$ cat src/rtl/ro_puf_sequencer_if.sv
// Signal bundle between the RO PUF sequencer and its surroundings: the run
// request, the ring-oscillator core controls/counts and the response handshake.
// The master modport is the sequencer's view, the slave modport the other side.
interface ro_puf_sequencer_if;
  logic        start;
  logic [47:0] challenge;
  logic        busy;
  logic [2:0]  ro_sel1;
  logic [2:0]  ro_sel2;
  logic        ro_enable;
  logic        ro_reset;
  logic [7:0]  ro_count_1;
  logic [7:0]  ro_count_2;
  logic [7:0]  resp;
  logic [7:0]  tie;
  logic        resp_valid;
  logic        resp_ready;

  modport master (
    input  start, challenge, ro_count_1, ro_count_2, resp_ready,
    output busy, ro_sel1, ro_sel2, ro_enable, ro_reset, resp, tie, resp_valid
  );

  modport slave (
    output start, challenge, ro_count_1, ro_count_2, resp_ready,
    input  busy, ro_sel1, ro_sel2, ro_enable, ro_reset, resp, tie, resp_valid
  );
endinterface

$ cat src/rtl/ro_puf_sequencer.sv
// Ring-oscillator PUF sequencer: steps the RO core through eight challenge
// pairs (clear, run for WINDOW cycles, settle, sample), builds an 8-bit
// response plus tie flags and offers them on a valid/ready handshake.
// All core-facing outputs are flops so enable/reset/selects are glitch-free.
module ro_puf_sequencer #(
  parameter int unsigned WINDOW = 255,  // 1..65535
  parameter int unsigned SETTLE = 4     // 1..255
) (
  input  logic                clk,
  input  logic                reset_n,
  ro_puf_sequencer_if.master  bus
);

  typedef enum logic [2:0] {
    S_IDLE,
    S_CLEAR,
    S_RUN,
    S_SETTLE,
    S_SAMPLE,
    S_DONE
  } state_t;

  localparam logic [15:0] CLEAR_LAST  = 16'd1;
  localparam logic [15:0] RUN_LAST    = 16'(WINDOW - 1);
  localparam logic [15:0] SETTLE_LAST = 16'(SETTLE - 1);

  state_t      state_q, state_d;
  logic [15:0] timer_q;
  logic [2:0]  idx_q;
  logic [2:0]  idx_next;
  logic [47:0] chal_q;
  logic [5:0]  pair_d;
  logic        handshake;

  assign handshake = bus.resp_valid & bus.resp_ready;
  assign idx_next  = idx_q + 3'd1;

  // Next-state logic: each timed state leaves when its cycle counter hits the last cycle.
  // NOTE: every always_comb output gets a default first so no path can infer a latch.
  always_comb begin
    state_d = state_q;
    unique case (state_q)
      S_IDLE:   if (bus.start)                state_d = S_CLEAR;
      S_CLEAR:  if (timer_q == CLEAR_LAST)    state_d = S_RUN;
      S_RUN:    if (timer_q == RUN_LAST)      state_d = S_SETTLE;
      S_SETTLE: if (timer_q == SETTLE_LAST)   state_d = S_SAMPLE;
      S_SAMPLE: state_d = (idx_q == 3'd7) ? S_DONE : S_CLEAR;
      S_DONE:   if (handshake)                state_d = S_IDLE;
      default:  state_d = S_IDLE;
    endcase
  end

  // Select pair loaded on entry to CLEAR: pair 0 comes straight from the
  // challenge port (it is latched on the same edge), later pairs from the latch.
  always_comb begin
    pair_d = chal_q[int'(idx_next) * 6 +: 6];
    if (state_q == S_IDLE) begin
      pair_d = bus.challenge[5:0];
    end
  end

  // State register and per-state cycle counter (cleared on every state change).
  // NOTE: sequential state uses non-blocking assignments so all flops update together.
  always_ff @(posedge clk or negedge reset_n) begin
    if (!reset_n) begin
      state_q <= S_IDLE;
      timer_q <= '0;
    end else begin
      state_q <= state_d;
      if (state_d != state_q || state_q == S_IDLE || state_q == S_DONE) begin
        timer_q <= '0;
      end else begin
        timer_q <= timer_q + 16'd1;
      end
    end
  end

  // Challenge latch, pair index and response/tie accumulation.
  always_ff @(posedge clk or negedge reset_n) begin
    if (!reset_n) begin
      chal_q   <= '0;
      idx_q    <= '0;
      bus.resp <= '0;
      bus.tie  <= '0;
    end else begin
      case (state_q)
        S_IDLE: begin
          if (bus.start) begin
            chal_q   <= bus.challenge;
            idx_q    <= '0;
            bus.resp <= '0;
            bus.tie  <= '0;
          end
        end
        S_SAMPLE: begin
          bus.resp[idx_q] <= (bus.ro_count_1 > bus.ro_count_2);
          bus.tie[idx_q]  <= (bus.ro_count_1 == bus.ro_count_2);
          if (idx_q != 3'd7) begin
            idx_q <= idx_next;
          end
        end
        default: ;
      endcase
    end
  end

  // Registered core controls and status, decoded from the upcoming state so
  // they line up with the state they belong to; resp_valid drops on handshake.
  always_ff @(posedge clk or negedge reset_n) begin
    if (!reset_n) begin
      bus.ro_sel1    <= '0;
      bus.ro_sel2    <= '0;
      bus.ro_enable  <= 1'b0;
      bus.ro_reset   <= 1'b1;
      bus.busy       <= 1'b0;
      bus.resp_valid <= 1'b0;
    end else begin
      if (state_d == S_CLEAR && state_q != S_CLEAR) begin
        bus.ro_sel1 <= pair_d[2:0];
        bus.ro_sel2 <= pair_d[5:3];
      end
      bus.ro_enable  <= (state_d == S_RUN);
      bus.ro_reset   <= (state_d == S_IDLE) || (state_d == S_CLEAR) || (state_d == S_DONE);
      bus.busy       <= (state_d != S_IDLE);
      bus.resp_valid <= (state_q == S_DONE) && !handshake;
    end
  end

endmodule
$ cat src/flat_wrapper.sv
// flat-port wrapper written by rule: the top's interface ports become plain ports
module ro_puf_sequencer_flat 
#(
  parameter int unsigned WINDOW = 255,             
  parameter int unsigned SETTLE = 4              
)
  (clk, reset_n, bus_start, bus_challenge, bus_ro_count_1, bus_ro_count_2, bus_resp_ready, bus_busy, bus_ro_sel1, bus_ro_sel2, bus_ro_enable, bus_ro_reset, bus_resp, bus_tie, bus_resp_valid);
  ro_puf_sequencer_if bus_i ();
  input  logic clk;
  input  logic reset_n;
  input wire logic [$bits(bus_i.start)-1:0] bus_start;
  input wire logic [$bits(bus_i.challenge)-1:0] bus_challenge;
  input wire logic [$bits(bus_i.ro_count_1)-1:0] bus_ro_count_1;
  input wire logic [$bits(bus_i.ro_count_2)-1:0] bus_ro_count_2;
  input wire logic [$bits(bus_i.resp_ready)-1:0] bus_resp_ready;
  output wire logic [$bits(bus_i.busy)-1:0] bus_busy;
  output wire logic [$bits(bus_i.ro_sel1)-1:0] bus_ro_sel1;
  output wire logic [$bits(bus_i.ro_sel2)-1:0] bus_ro_sel2;
  output wire logic [$bits(bus_i.ro_enable)-1:0] bus_ro_enable;
  output wire logic [$bits(bus_i.ro_reset)-1:0] bus_ro_reset;
  output wire logic [$bits(bus_i.resp)-1:0] bus_resp;
  output wire logic [$bits(bus_i.tie)-1:0] bus_tie;
  output wire logic [$bits(bus_i.resp_valid)-1:0] bus_resp_valid;
  assign bus_i.start = bus_start;
  assign bus_i.challenge = bus_challenge;
  assign bus_i.ro_count_1 = bus_ro_count_1;
  assign bus_i.ro_count_2 = bus_ro_count_2;
  assign bus_i.resp_ready = bus_resp_ready;
  assign bus_busy = bus_i.busy;
  assign bus_ro_sel1 = bus_i.ro_sel1;
  assign bus_ro_sel2 = bus_i.ro_sel2;
  assign bus_ro_enable = bus_i.ro_enable;
  assign bus_ro_reset = bus_i.ro_reset;
  assign bus_resp = bus_i.resp;
  assign bus_tie = bus_i.tie;
  assign bus_resp_valid = bus_i.resp_valid;
  ro_puf_sequencer #(.WINDOW(WINDOW), .SETTLE(SETTLE)) u_core (.clk(clk), .reset_n(reset_n), .bus(bus_i));
endmodule
$ cat config.mk
export PLATFORM = sky130hd
export DESIGN_NAME = ro_puf_sequencer_flat
export DESIGN_NICKNAME = d
export VERILOG_FILES = /design/src/rtl/ro_puf_sequencer_if.sv /design/src/rtl/ro_puf_sequencer.sv /design/src/flat_wrapper.sv
export SDC_FILE = /design/constraint.sdc
export NUM_CORES = 1
export LEC_CHECK = 0
export ABC_AREA = 1
export BUFFER_PORTS_ARGS = -buffer_cell sky130_fd_sc_hd__buf_2
export CORE_MARGIN = 2
export CORE_UTILIZATION = 30
export DETAILED_ROUTE_END_ITERATION = 12
export PLACE_DENSITY_LB_ADDON = 0.15
export SKIP_CTS_REPAIR_TIMING = 1
export SYNTH_ARGS = -nofsm -noshare
export SYNTH_HDL_FRONTEND = slang
export SYNTH_SLANG_ARGS = --single-unit
$ cat constraint.sdc
create_clock -name clk -period 1.83 [get_ports clk]
set_input_delay 0.366 -clock clk [delete_from_list [all_inputs] [get_ports clk]]
set_output_delay 0.366 -clock clk [all_outputs]
set_load 0.05 [all_outputs]
### After elaboration in Yosys (flattened, before gate mapping)

Index checks and enable logic that the tools add are counted.

| word-level totals | value |
|---|---|
| memories kept | 0 |
| RAM bits | 0 |
| bits in registers | 96 |
| bits in read-only memories | 0 |
| latch bits | 0 |
| input port bits | 68 |
| logic and storage cells | 72 |

| operators by class | value |
|---|---|
| add/subtract/negate cells | 2 |
| divide/modulo/power cells | 0 |
| mux-type cells | 19 |
| multiply operators | 1 |
| shift operators | 1 |
| bitwise operators | 1 |
| reductions and logical operators | 15 |
| equality and inequality tests | 18 |
| order comparisons | 3 |

Operators by type and width:

| kind | count |
|---|---|
| $shiftx 48x32->6 | 1 |
| $pmux 8 s2 | 2 |
| $mux 3 | 8 |
| $pmux 3 s6 | 1 |
| $add 16x1->16 const B | 1 |
| $bwmux 8 | 2 |
| $eq 16x1->1 const B | 1 |
| $eq 16x2->1 const B | 1 |
| $eq 16x8->1 const B | 1 |
| $mux 16 | 1 |
| $eq 3x3->1 const B | 4 |
| $eq 3x2->1 const B | 3 |
| $eq 8x8->1 | 1 |
| $gt 8x8->1 | 1 |
| $mux 8 | 1 |
| $eq 3x1->1 const B | 2 |
| $logic_not 3->1 | 2 |
| $mux 6 | 1 |
| $pmux 3 s2 | 1 |
| $mul 3x2->5 const B | 1 |
| $logic_or 1x1->1 | 4 |
| $lt 3x4->1 const B | 1 |
| $reduce_and 2->1 | 2 |
| $add 3x1->3 const B | 1 |
| other kinds (14) | 16 |

### Logic depth before layout (Yosys ltp)

| logic depth | value |
|---|---|
| depth in word-level cells | 7 |
| depth in mapped cells | 11 |
| gate-level depth less buffers | 10 |

### Worst setup path before layout

Ideal clock, no wire load.

| timing | value |
|---|---|
| kind | reg2reg |
| from | register u_core.bus.resp_valid |
| to | register u_core.timer_q[10] |
| setup time | 0.121 ns |
| cell stages (with the launch flop) | 9 |
| arrival time | 1.492 ns |
| path slack | 0.218 ns |
| path through | dfrtp_1 > nand2_1 > nand4_1 > nand2_1 > a21oi_1 > nand3_1 > nand3_2 > buf_6 > nor2_2 |

| on the way | value |
|---|---|
| cells in the longest elaborated chain, start to end | 7 |

RTL lines:

| what | RTL line | text |
|---|---|---|
| start: declaration | ro_puf_sequencer_if.sv:21 | `output busy, ro_sel1, ro_sel2, ro_enable, ro_reset, resp, tie, resp_valid` |
| start signal: assignment | ro_puf_sequencer.sv:125 | `bus.resp_valid <= (state_q == S_DONE) && !handshake;` |
| $and 1x1->1 | ro_puf_sequencer.sv:35 | `assign handshake = bus.resp_valid & bus.resp_ready;` |
| $mux 3 | ro_puf_sequencer.sv:48 | `S_DONE: if (handshake) state_d = S_IDLE;` |
| $pmux 3 s6 | ro_puf_sequencer.sv:42 | `unique case (state_q)` |
| $ne 3x3->1 | ro_puf_sequencer.sv:70 | `if (state_d != state_q \|\| state_q == S_IDLE \|\| state_q == S_DONE) begin` |
| $logic_or 1x1->1 (2 in a row) | ro_puf_sequencer.sv:70 |  |
| $mux 16 | ro_puf_sequencer.sv:70 |  |
| end signal: assignment | ro_puf_sequencer.sv:73 | `timer_q <= timer_q + 16'd1;` |
| end: declaration | ro_puf_sequencer.sv:28 | `logic [15:0] timer_q;` |

No other way between the ends.
A chain may end at the register's enable or synchronous reset.

### Worst setup path after layout

| timing | value |
|---|---|
| from | register u_core.timer_q[1] |
| to | register u_core.timer_q[1] |

| on the way | value |
|---|---|
| cells in the longest elaborated chain, start to end | 7 |
| elaborated cells between the ends (all ways) | 12 |

RTL lines:

| what | RTL line | text |
|---|---|---|
| $eq 16x2->1 (tied with other cells) | ro_puf_sequencer.sv:46 | `S_SETTLE: if (timer_q == SETTLE_LAST) state_d = S_SAMPLE;` |
| $mux 3, on equally long branches | ro_puf_sequencer.sv:46, ro_puf_sequencer.sv:44, ro_puf_sequencer.sv:45 |  |
| $pmux 3 s6 | ro_puf_sequencer.sv:42 |  |
| $ne 3x3->1 | ro_puf_sequencer.sv:70 |  |
| $logic_or 1x1->1 (2 in a row) | ro_puf_sequencer.sv:70 |  |
| $mux 16 (*) | ro_puf_sequencer.sv:70 |  |

Every way passes the cells marked *; elsewhere a longest branch is shown, timed or not.

==> flow_metrics.py <==
metrics = {
    "setup_path": {
        "critical_path_class": "register to register",
        "cp-end-kind": "register",
        "timing.rr.start": "u_core.timer_q[1]",
        "start_kind": "register",
        "critPathRequiredTime_ps": 2070,
        "cp_max_fo": 16,
        "crit_path_start": "u_core.timer_q[1]",
        "critical_path_arrival_ps": 1890,
    },
    "global_route": {
        "grt_pass1_wl_um": 19900,
        "grt_pass1_vias": 3956,
        "grt_overflow": 0,
        "grt_max_degree": 97,
        "antenna_found_initial": 0,
        "grt_usage": 0.151,
    },
    "drt": {
        "avgRoutedWirePerCell_um": 13.1,
        "viasPerCell": 4.46,
        "drtIter0Drc": 339,
        "drc": 0,
        "ant_nets": 0,
        "first_pass_iters": 5,
        "finalWirelength_um": 12200,
        "vias": 4143,
    },
    "die": {
        "die-width_um": 130,
        "initial_core_util": 0.304,
        "num_rows": 46,
        "dieArea_um2": 17000,
        "die_h_um": 130,
        "coreArea_um2": 15800,
        "pin_count": 94,
    },
    "clock_tree": {
        "cts_root_buf": "clkbuf_16",
        "cts_made_buffers": 9,
        "clk_pin_slew_worst_paths_ps": 70,
        "cts.sinks": 96,
        "h-tree-depth": 3,
        "cts_buffer_depth": 2,
        "clock_latency_ps": 350,
        "cts_tree": "built",
    },
    "final_layout": {
        "fin_cells": 929,
        "final_util": 0.376,
        "layout_commonest_cell": "nand2_1",
        "final_cell_mix": "204 x nand2_1, 94 x dfrtp_1, 92 x buf_2",
        "nNetsFinal": 789,
        "n_antenna_cell": 0,
        "synthToLayoutAreaGrowth_pct": 23.8,
        "drive_above_1_share": 0.205,
    },
    "logic_synthesis": {
        "syn_inst": 610,
        "ys_ff_latch": 96,
        "syn_avg_cell_area_um2": 7.86,
        "async_flop_share": 1.00,
        "synth_nets": 691,
        "netlist_area_um2": 4790,
        "synth_edf_count": 0,
        "yosys_warnings": 0,
        "yosysSeqAreaShare": 0.502,
        "ys.flop_type": "dfrtp_1",
        "synth.distinct_cells": 29,
    },
    "timing": {
        "worst_pin_slew_ps": 689,
        "max_freq_mhz": 605,
        "final.min_clock_period_ps": 1650,
        "grt_setup_unrepaired": "false",
        "fin_tns_setup_ps": 0,
        "fin_ws_ps": 178,
        "skew_ps": 9.40,
        "min_period_over_period": 0.903,
        "maxSlewHeadroom": 0.539,
        "drv_slew": 0,
        "hold_viol": 0,
        "setup_viol": 0,
    },
    "status": {
        "outcome": "finished clean",
    },
    "power": {
        "total_power_uw": 8020,
        "p_per_area_nw_per_um2": 1350,
        "p_leak_uw": 0.00305,
        "peakVddDrop_mv": 0.609,
    },
    "placed_design": {
        "place.gp.congestion": 0.815,
        "placedCellCount": 912,
        "pre_cts_slack_ps": 78.9,
        "dp_hpwl_um": 9050,
        "io_buffers": 93,
    },
    "run": {
        "drv_cap": 0,
    },
    "hold_path": {
        "hold_path.class": "primary input to async pin",
    },
}
## critical path, stage by stage (launching register included)
cell     delay (ps)
dfrtp_1         410
inv_1            70
ha_1            140
nand2_1          50
nor2_1          150
nand2_1          90
a21oi_1         180
nand3_1         120
nand3_2         110
buf_12          160
nor2_1           60
## per-layer routing
layer  global-route usage  vias up  wire (µm)
li1                     -     2127          -
met1                0.227     1912       6410
met2                0.215       96       4980
met3               0.0379        8        691
met4               0.0438        0         97
met5                    0        -          0
## where the power goes
group | internal [µW] | switching [µW]
registers | 2790 | 404
logic | 933 | 1880
clock network | 1200 | 816
## metrics by stage
stage          area (µm²)  hold WS, ps
3_5_place_dp         5590          466
5_1_grt              5930         97.8
2_1_floorplan        4790         70.4
6_report             5930         56.1
3_3_place_gp         5590          461
4_1_cts              5910         82.5
## flip-flops by register name, indices dropped and copies added, names as in the netlist
register / flops
u_core.bus.tie: 8
u_core.chal_q: 48
u_core.bus.ro_reset: 1
u_core.bus.resp_valid: 1
u_core.timer_q: 16
u_core.bus.ro_sel2: 3
u_core.state_q: 3
u_core.bus.busy: 1
u_core.bus.resp: 8
u_core.bus.ro_sel1: 3
u_core.idx_q: 3
u_core.bus.ro_enable: 1
## kinds of logic after synthesis
logic type / count (synthesis) / share of synthesized area
fa+ha+maj: 13 / 0.0339
compound gates: 92 / 0.106
flops: 96 / 0.502
simple gates: 319 / 0.271
buf+inv: 77 / 0.0634
xor+xnor: 13 / 0.0238
## synthesized netlist by cell type, types with 2 or more instances
library cell | n | share of area
nand2_1 | 204 | 0.16
nand3_1 | 28 | 0.029
nor2_2 | 10 | 0.013
ha_1 | 13 | 0.034
o211ai_1 | 7 | 0.011
a21oi_1 | 19 | 0.020
o22ai_1 | 2 | 0.0026
buf_2 | 6 | 0.0063
buf_1 | 3 | 0.0023
nand2_2 | 3 | 0.0039
clkbuf_1 | 11 | 0.0086
o31ai_1 | 8 | 0.013
o21ai_2 | 2 | 0.0037
nor2_1 | 65 | 0.051
inv_1 | 55 | 0.043
nand4_1 | 3 | 0.0039
xor2_1 | 9 | 0.016
nor2_4 | 2 | 0.0047
o21ai_0 | 51 | 0.053
o21ai_1 | 3 | 0.0031
xnor2_1 | 4 | 0.0073
dfrtp_1 | 95 | 0.50
## final cells by class
| cell class | count | area, µm² |
|---|---|---|
| Fill cell | 1688 | 9840 |
| Sequential cell | 96 | 2400 |
| Multi-Input combinational cell | 437 | 2080 |
| Timing Repair Buffer | 108 | 647 |
| Tap cell | 216 | 270 |
| Clock buffer | 11 | 233 |
| Inverter | 56 | 214 |
| Clock inverter | 5 | 81.3 |
## path summary, 6_finish.rpt
path,slack [ps],cells past startpoint,end
setup / recovery,180,10,u_core.timer_q[1]
max in group asynchronous,1340,2,u_core.timer_q[0]
setup reg to reg,180,10,u_core.timer_q[1]
hold reg to reg,480,2,u_core.bus.resp[6]
min in group clk,210,3,u_core.chal_q[35]
hold / removal,60,2,u_core.chal_q[26]
(Power assumes the default switching activity.)
